## src/rtl/memory_arbiter.sv

```systemverilog
// Shared-memory arbiter: per-core icache/dcache ports onto a single RAM port.
// Dcache beats icache, cores rotate round-robin, dcache two-word blocks hold the grant.
module memory_arbiter #(
    parameter int CPUS = 2
) (
    input  logic                       CLK,
    input  logic                       RST,
    input  logic [CPUS-1:0]            iREN,
    input  logic [CPUS-1:0][31:0]      iaddr,
    output logic [CPUS-1:0]            iwait,
    output logic [CPUS-1:0][31:0]      iload,
    input  logic [CPUS-1:0]            dREN,
    input  logic [CPUS-1:0]            dWEN,
    input  logic [CPUS-1:0][31:0]      daddr,
    input  logic [CPUS-1:0][31:0]      dstore,
    output logic [CPUS-1:0]            dwait,
    output logic [CPUS-1:0][31:0]      dload,
    output logic                       ramREN,
    output logic                       ramWEN,
    output logic [31:0]                ramaddr,
    output logic [31:0]                ramstore,
    input  logic [31:0]                ramload,
    input  logic [1:0]                 ramstate
);

    localparam int RRW = (CPUS > 1) ? $clog2(CPUS) : 1;
    localparam logic [1:0] RAM_ACCESS = 2'd2;

    typedef enum logic [1:0] {
        IDLE   = 2'd0,
        DGRANT = 2'd1,
        IGRANT = 2'd2
    } state_t;

    state_t          r_state;
    logic [RRW-1:0]  r_owner;
    logic [RRW-1:0]  r_rr;

    logic [CPUS-1:0] w_dreq;
    logic            w_dfound;
    logic            w_ifound;
    logic [RRW-1:0]  w_dsel;
    logic [RRW-1:0]  w_isel;
    logic            w_complete;
    logic [RRW-1:0]  w_rr_next;

    assign w_dreq     = dREN | dWEN;
    assign w_complete = (ramstate == RAM_ACCESS);
    assign w_rr_next  = (r_owner == RRW'(CPUS - 1)) ? '0 : r_owner + 1'b1;

    // Scan from the round-robin pointer upward with wrap; first hit wins.
    always_comb begin
        logic [RRW:0]   v_sum;
        logic [RRW-1:0] v_cand;
        w_dfound = 1'b0;
        w_ifound = 1'b0;
        w_dsel   = '0;
        w_isel   = '0;
        v_sum    = '0;
        v_cand   = '0;
        for (int k = 0; k < CPUS; k++) begin
            v_sum = {1'b0, r_rr} + (RRW+1)'(k);
            if (v_sum >= (RRW+1)'(CPUS))
                v_sum = v_sum - (RRW+1)'(CPUS);
            v_cand = v_sum[RRW-1:0];
            if (!w_dfound && w_dreq[v_cand]) begin
                w_dfound = 1'b1;
                w_dsel   = v_cand;
            end
            if (!w_ifound && iREN[v_cand]) begin
                w_ifound = 1'b1;
                w_isel   = v_cand;
            end
        end
    end

    always_comb begin
        iwait    = '1;
        dwait    = '1;
        iload    = '0;
        dload    = '0;
        ramREN   = 1'b0;
        ramWEN   = 1'b0;
        ramaddr  = '0;
        ramstore = '0;
        case (r_state)
            DGRANT: begin
                ramaddr        = daddr[r_owner];
                ramstore       = dstore[r_owner];
                ramWEN         = dWEN[r_owner];
                ramREN         = dREN[r_owner] & ~dWEN[r_owner];
                dwait[r_owner] = ~w_complete;
                dload[r_owner] = ramload;
            end
            IGRANT: begin
                ramaddr        = iaddr[r_owner];
                ramREN         = iREN[r_owner];
                iwait[r_owner] = ~w_complete;
                iload[r_owner] = ramload;
            end
            default: ;
        endcase
    end

    always_ff @(posedge CLK) begin
        if (RST) begin
            r_state <= IDLE;
            r_owner <= '0;
            r_rr    <= '0;
        end else begin
            case (r_state)
                IDLE: begin
                    if (w_dfound) begin
                        r_state <= DGRANT;
                        r_owner <= w_dsel;
                    end else if (w_ifound) begin
                        r_state <= IGRANT;
                        r_owner <= w_isel;
                    end
                end
                DGRANT: begin
                    // Word 0 of a block keeps the grant so word 1 follows with no bubble.
                    if (w_complete) begin
                        if (daddr[r_owner][2]) begin
                            r_state <= IDLE;
                            r_rr    <= w_rr_next;
                        end
                    end else if (!w_dreq[r_owner]) begin
                        r_state <= IDLE;
                        r_rr    <= w_rr_next;
                    end
                end
                IGRANT: begin
                    if (w_complete || !iREN[r_owner]) begin
                        r_state <= IDLE;
                        r_rr    <= w_rr_next;
                    end
                end
                default: r_state <= IDLE;
            endcase
        end
    end

endmodule
```

## config.mk

```make
export PLATFORM = sky130hd
export DESIGN_NAME = memory_arbiter
export DESIGN_NICKNAME = d
export VERILOG_FILES = /design/src/rtl/memory_arbiter.sv
export SDC_FILE = /design/constraint.sdc
export NUM_CORES = 1
export LEC_CHECK = 0
export BUFFER_PORTS_ARGS = -buffer_cell sky130_fd_sc_hd__buf_2
export CAP_MARGIN = 20
export CORE_AREA = 5 5 165 167
export CTS_CLUSTER_SIZE = 14
export DETAILED_ROUTE_END_ITERATION = 7
export DIE_AREA = 0 0 170 172
export PLACE_DENSITY_LB_ADDON = 0.3
export SKIP_CTS_REPAIR_TIMING = 1
export SLEW_MARGIN = 10
export SYNTH_ARGS = -nofsm -noshare
export SYNTH_HDL_FRONTEND = slang
export SYNTH_SLANG_ARGS = --single-unit
```

## constraint.sdc

```tcl
create_clock -name CLK -period 3.24 [get_ports CLK]
set_clock_uncertainty 0.1 [all_clocks]
set_input_delay 0.162 -clock CLK [delete_from_list [all_inputs] [get_ports CLK]]
set_output_delay 0.162 -clock CLK [all_outputs]
set_load 0.05 [all_outputs]
```

Word-level counts from Yosys, hierarchy flattened. Index checks and enable logic that the tools add are counted.

Input bits: 234. Word-level logic and storage cells: 99. Register bits after elaboration: 4. Output and inout bits: 198.

Mux-type cells: 59. Bitwise gates (word level): 7. Reductions and logical operators: 13. Order comparisons: 6. $add $sub $neg: 4. Equality and inequality tests: 7.

Operator list (number): $mux W32 (8); $mux W64 (2); $and A64 B64 Y64 (1); $pmux W32 S2 (1); $mux W1 (35); $demux W32 S1 (1); $mux W2 (8); $ne A3 B3 Y1 const B (3); $reduce_and A4 Y1 (2); $lt A1 B2 Y1 const B (3); $pmux W2 S3 (1); $eq A2 B2 Y1 const B (2); $or A2 B2 Y2 (2); $pmux W1 S2 (2); $reduce_bool A2 Y1 (2); $logic_and A1 B1 Y1 (3); $logic_not A1 Y1 (3); $add A1 B1 Y2 const B (1); $eq A2 B1 Y1 const B (1); $ge A1 B2 Y1 const B (1); $ge A2 B2 Y1 const B (1); $logic_not A2 Y1 (1); $ne A2 B2 Y1 const B (1); $not A1 Y1 (2); other kinds (8) (9).

Logic depth before layout (Yosys ltp). Gate-level depths: netlist of the first run.

Depth after elaboration: 11. Gate-level depth with buffers: 8. Mapped depth without buffers: 6.

Worst setup path before layout of the first run. No wires, ideal clock.

Kind: flip-flop to output port. Start point: reg r_state[1]. End point: out ramstore[10]. Buffers on the path: 3. Arrival time: 1797 ps. Required time: 2978 ps. Stages on the path, launching flop included: 8. Slack: 1181 ps. Cell sequence: dfxtp_1 -> inv_1 -> ha_1 -> buf_2 -> inv_2 -> clkbuf_1 -> clkbuf_1 -> nor2_1.

Longest elaborated chain between the ends: 2.

RTL lines: start, declared (RTL line 35) `state_t r_state;`; start signal, assigned (RTL line 107) `r_state <= IDLE;`; start signal, assigned (RTL line 114) `r_state <= DGRANT;`; start signal, assigned (RTL line 117) `r_state <= IGRANT;`; $eq A2 B1 Y1 (RTL line 86) `case (r_state)`; $mux W32 (RTL line 86); end, declared (RTL line 21) `output logic [31:0] ramstore,`.

No other way between the ends.

Worst setup path after layout of the first run.
Start point: reg r_owner. End point: out ramaddr[0].

Longest elaborated chain between the ends: 3. Elaborated cells on any way between the ends: 5. Classes of those cells: mux (5).

RTL lines: start, declared (RTL line 36) `logic [RRW-1:0] r_owner;`; start signal, assigned (RTL line 115) `r_owner <= w_dsel;`; start signal, assigned (RTL line 118) `r_owner <= w_isel;`; $mux W32, on equally long branches (2 in series); $pmux W32 S2 (*) (RTL line 86); end, declared (RTL line 20) `output logic [31:0] ramaddr,`.

Mark *: on every way between the ends. The rest lies on a longest branch, timed or not. The select of a mux whose other input is x is not followed.

==> results of run 1 <==
==> flip-flops by register name (all words and copies together) (netlist names) <==
register	count
r_owner	1
r_rr	1
r_state	2
==> Yosys cell counts <==
master,number,area (µm²)
o31a_1,1,8.76
clkbuf_1,25,93.8
or4b_1,1,10.0
o31ai_1,3,22.5
a21bo_1,1,10.0
o32a_1,1,10.0
nand3b_1,1,7.51
o22ai_1,31,194
and3_1,64,400
and2b_1,1,7.51
mux2i_1,97,971
nand3_1,2,10.0
a21oi_1,4,20.0
a2111oi_2,1,15.0
nor3_1,2,10.0
buf_4,2,15.0
buf_6,1,11.3
o21a_1,1,7.51
nor2_1,41,154
mux2_1,1,11.3
and2_1,96,601
nor2b_1,1,6.26
nor4_1,1,6.26
inv_1,4,15.0
a211oi_1,2,15.0
or4_1,1,7.51
buf_2,12,60.1
buf_1,5,18.8
dfxtp_1,4,80.1
nand2_1,4,15.0
o32ai_1,1,8.76
inv_2,2,7.51
o2111ai_1,1,8.76
ha_1,3,37.5
==> cell families after synthesis <==
group | after synthesis | share of synthesized area [%]
buf+inv | 51 | 7.70
simple gates | 215 | 42.9
mux | 98 | 34.1
compound gates | 47 | 11.1
flops | 4 | 2.78
fa+ha+maj | 3 | 1.31
==> power groups by stage <==
stage	combinational (mW)	clock, mW	sequential [mW]
after floorplan	1.60	0	0.0664
after global placement	2.13	0	0.114
after detailed placement	2.13	0	0.114
after CTS	2.13	0.203	0.113
after global routing	2.26	0.205	0.117
final	2.12	0.202	0.110
==> how the worst max path moves through the flow <==
stage,startpoint,slack (ns),depth (start not counted),to
6_report,r_owner,0.74,5,ramaddr[0]
5_1_grt,r_owner,0.58,5,ramaddr[0]
4_1_cts,r_owner,0.61,3,dload[12]
3_5_place_dp,r_owner,0.84,3,dload[12]
3_3_place_gp,r_owner,0.87,3,dload[26]
2_1_floorplan,r_state[1],1.18,7,ramstore[10]
==> worst max-delay path, stage by stage (launching register included) <==
cell and delay, ns:
dfxtp_4 0.82, buf_4 0.39, mux2i_1 0.29, o22ai_1 0.11, and2_1 0.18, buf_2 0.21
==> layout by cell type, fill, tap and decap left out, types with 2 or more instances in the layout <==
cell,instances
a211oi_1,2
a21oi_1,4
and2_1,96
and3_1,64
buf_2,431
buf_4,10
buf_8,2
clkbuf_16,3
dfxtp_1,3
ha_1,3
inv_1,4
inv_2,2
mux2i_1,97
nand2_1,4
nand3_1,2
nor2_1,39
nor2_2,2
nor3_1,2
o22ai_1,31
o31ai_1,3
==> per-layer routing <==
metal	wire (µm)	vias up	part of all wire, %	GRT usage [%]
li1	-	2285	-	-
met1	6610	2002	38	12.0
met2	8960	212	52	18.7
met3	1450	15	8.4	1.97
met4	194	4	1.1	2.26
met5	34	-	0.20	0
==> stage by stage <==
| stage | utilization [%] | area (µm²) |
|---|---|---|
| after CTS | 21.2 | 5440 |
| after floorplan | - | 2880 |
| after global placement | 20.9 | 5360 |
| after detailed placement | 20.9 | 5360 |
| final | 21.3 | 5470 |
| after global routing | 21.3 | 5470 |
==> area by class of cell <==
class	instances	area share [%]
multi-input combinational	363	47.2
timing repair buffer	444	41.7
tap	335	7.67
sequential	4	1.53
clock buffer	4	1.44
inverter	6	0.412
==> flow_metrics.env, run 1 <==
export IMPL_outcome="finished, final reports clean"
export IMPL_totalWireLength_um=17300
export IMPL_tightest_slew_ns=0.955
export IMPL_combPwrFrac_pct=87.2
export IMPL_yosys_warnings=0
export IMPL_vias=4518
export IMPL_cp_required_ns=2.98
export IMPL_yosysUniqueCellTypes=34
export IMPL_drive_above_1_share_pct=55.2
export IMPL_final_nets=1059
export IMPL_pre_cts_slack_ns=0.845
export IMPL_instances_no_fill=1156
export IMPL_layout_min_cycle_time_ns=2.50
export IMPL_fillers=2919
export IMPL_portBuffers=431
export IMPL_hold_violations=0
export IMPL_syn_to_final_growth_pct=90.0
export IMPL_ant_nets=0
export IMPL_reg2reg_to="r_state[0]"
export IMPL_num_io_pins=432
export IMPL_gp_congestion=0.823
export IMPL_fin_worst_hold_slack_ns=0.0549
export IMPL_yosysSeqAreaShare_pct=2.78
export IMPL_min_path_type="input port to flip-flop"
export IMPL_p_total_mw=2.43
export IMPL_drc_errors=0
export IMPL_rr_worst_depth=7
export IMPL_grt_max_degree=67
export IMPL_pwr_share_clk_pct=8.3
export IMPL_grt_pass1_vias=4194
export IMPL_clock_latency_ns=0.23
export IMPL_tritoncts="yes"
export IMPL_final_setup_viol_count=0
export IMPL_dieArea_um2=29200
export IMPL_multi_input_area_um2=2580
export IMPL_power_density_nw_per_um2=445
export IMPL_drt_pass1_iter_count=4
export IMPL_peakVddDrop_uv=206
export IMPL_seq_area_um2=83.8
export IMPL_clockBufferDepth=2
export IMPL_path_clk_slew_ns=0.03
export IMPL_viasPerCell=3.91
export IMPL_finalMaxSlewViolations=0
export IMPL_maxCapViolations=0
export IMPL_p_switching_mw=1.59
export IMPL_synth_seq_cells=4
export IMPL_gr_total_overflow=0
export IMPL_crit_fanout=55
export IMPL_fin_crit_sh_pct=77.2
export IMPL_hpwl_um=14200
export IMPL_syn_cell_area_um2=2880
export IMPL_p_leak_nw=3.23
export IMPL_antenna_found_initial=2
export IMPL_p_sw_share_pct=65.3
export IMPL_hold_path_end="r_owner"
export IMPL_die_y_um=172
export IMPL_cts_root_buf="clkbuf_16"
export IMPL_coreArea_um2=25600
export IMPL_postSynthAreaPerCell_um2=6.88
export IMPL_place_inst=1150
export IMPL_min_path_cells=2
export IMPL_internal_power_uw=845
export IMPL_critical_path_arrival_ns=2.24
export IMPL_cts_sinks=4
export IMPL_r2r_slack_ns=0.92
export IMPL_cts_buffers=3
export IMPL_htree_levels=1
export IMPL_hp_start="RST"
export IMPL_start_util_pct=11.2
export IMPL_setup_tns_ns=0
export IMPL_diodes=0
export IMPL_die_x_um=170
export IMPL_drt_iter0_drc=142
export IMPL_path_class="flip-flop to output pin"
export IMPL_rows=59
export IMPL_rr_startpoint="r_state[1]"
export IMPL_grt_setup_unrepaired="false"
export IMPL_syn_num_nets=655
export IMPL_grt_use_total_pct=10.1
export IMPL_max_slew_margin_pct=36.3
export IMPL_startpoint_type="flip-flop"
export IMPL_fmax_mhz=400
export IMPL_grt_first_pass_wirelength_um=23600
export IMPL_crit_path_end_kind="output pin"
export IMPL_synthCells=418
export IMPL_routedWlPerCell_um=14.9
export IMPL_pwr_share_seq_pct=4.5
export IMPL_layout_setup_ws_ns=0.738
Power figures use the tool's default switching activity.
==> run 2: changes to the inputs <==
- CORE_AREA: 5 5 165 167 -> 5 5 164 166
- DIE_AREA: 0 0 170 172 -> 0 0 169 171
- clock period: 3.24 -> 2.1 ns (I/O delays scaled with it)
==> run 2 against run 1 <==
  * Utilization up 0.71 points
  * Count of clock-buffer cells in the layout did not move
  * Hold slack got worse by 0.042 ns
  * Largest cell class unchanged
  * Via count up 1.2%
==> flow_metrics.env, run 2 (synthesized netlist as in run 1, its figures left out) <==
export IMPL_grt_setup_unrepaired="false"
export IMPL_tightest_slew_ns=0.507
export IMPL_cts_buffers=3
export IMPL_hold_violations=0
export IMPL_p_leak_nw=3.31
export IMPL_dieArea_um2=28900
export IMPL_cp_required_ns=1.89
export IMPL_cp_cell_sequence="inv_1 > ha_1 > inv_2 > buf_4 > o22ai_1 > and2_1 > buf_2"
export IMPL_viasPerCell=3.92
export IMPL_fin_crit_sh_pct=95.2
export IMPL_drt_pass1_iter_count=4
export IMPL_max_slew_margin_pct=65.9
export IMPL_drive_above_1_share_pct=55.4
export IMPL_largest_register="r_state"
export IMPL_rows=59
export IMPL_gp_congestion=0.813
export IMPL_vias=4570
export IMPL_grt_pass1_vias=4368
export IMPL_gr_usage_met2_pct=19.1
export IMPL_drc_errors=0
export IMPL_layout_min_cycle_time_ns=2.00
export IMPL_top_regs="r_state (2), r_owner (1), r_rr (1)"
export IMPL_gr_total_overflow=0
export IMPL_min_path_cells=2
export IMPL_setup_tns_ns=0
export IMPL_critPathTopFamily="buffers and inverters"
export IMPL_layout_commonest_cell="buf_2"
export IMPL_die_x_um=169
export IMPL_busiest_layer="met2"
export IMPL_final_util_pct=22.0
export IMPL_cts_sinks=4
export IMPL_min_path_type="input port to flip-flop"
export IMPL_startpoint_type="flip-flop"
export IMPL_path_class="flip-flop to output pin"
export IMPL_num_io_pins=432
export IMPL_met3_usage_pct=3.35
export IMPL_cts_root_buf="clkbuf_16"
export IMPL_critical_path_arrival_ns=1.79
export IMPL_largest_reg_flops=2
export IMPL_rr_worst_depth=5
export IMPL_maxCapViolations=0
export IMPL_final_setup_viol_count=0
export IMPL_final_cell_mix="buf_2, mux2i_1, and2_1"
export IMPL_finalMaxSlewViolations=0
export IMPL_start_util_pct=11.3
export IMPL_r2r_slack_ns=0.29
export IMPL_path_buf_inv=4
export IMPL_outcome="finished, final reports clean"
export IMPL_slowest_delay_ns=0.36
export IMPL_grtUsageMet1_pct=12.1
export IMPL_grt_max_degree=66
export IMPL_slowest_stage="dfxtp_1"
export IMPL_power_density_nw_per_um2=693
export IMPL_clock_latency_ns=0.22
export IMPL_htree_levels=1
export IMPL_die_y_um=171
export IMPL_drt_iter0_drc=148
export IMPL_grt_use_total_pct=10.3
export IMPL_routedWlPerCell_um=14.8
export IMPL_ant_nets=0
export IMPL_portBuffers=431
export IMPL_path_depth=7
export IMPL_clockBufferDepth=2
export IMPL_hpwl_um=14400
export IMPL_peakVddDrop_uv=369
export IMPL_totalWireLength_um=17300
export IMPL_crit_fanout=22
export IMPL_fmax_mhz=500
export IMPL_syn_to_final_growth_pct=95.2
export IMPL_final_nets=1068
export IMPL_tritoncts="yes"
export IMPL_grt_first_pass_wirelength_um=24100
export IMPL_path_clk_slew_ns=0.03
export IMPL_coreArea_um2=25500
export IMPL_crit_path_end_kind="output pin"
export IMPL_antenna_found_initial=6
## run 2: per-layer routing
layer	routed length [µm]	vias up
met5	29	-
li1	-	2307
met2	8700	235
met3	1770	18
met4	175	6
met1	6640	2004
## run 2: final timing paths
check	to	startpoint
worst min register to register	r_state[0]	r_state[0]
worst min-delay path	r_owner	RST
worst max register to register	r_rr	r_owner
worst max-delay path	ramaddr[28]	r_state[0]
## run 2: through the flow
step           instances  setup slack (ns)  total power, mW  hold slack [ns]  instance area, µm²
6_report            1167             0.101             3.89           0.0132                5620
5_1_grt             1166           0.00650             4.13           0.0270                5610
3_5_place_dp        1157             0.271             3.57            0.242                5480
3_3_place_gp        1157             0.295             3.58            0.238                5480
2_1_floorplan        418            0.0980             2.57           0.0741                2880
4_1_cts             1161            0.0302             3.89          0.00728                5560
## run 2: worst register-to-register path: stages (launching register included)
cell	delay (ns)
dfxtp_4	0.42
buf_4	0.14
mux2i_1	0.28
o32ai_1	0.17
or4_1	0.50
a21oi_1	0.13
## run 2: layout make-up
class	instances	area, µm²
Clock buffer	4	78.8
Inverter	6	22.5
Timing Repair Buffer	453	2430
Antenna cell	2	5.00
Sequential cell	4	83.8
Multi-Input combinational cell	363	2570
Tap cell	335	419
Fill cell	2871	19900
## run 2: power breakdown
group / leakage [nW] / internal (mW) / switching [mW] / total (mW)
Sequential: 0.0337 / 0.0955 / 0.0235 / 0.119
Combinational: 3.24 / 1.08 / 2.39 / 3.47
Clock: 0.0382 / 0.251 / 0.0537 / 0.304
Total: 3.31 / 1.42 / 2.47 / 3.89
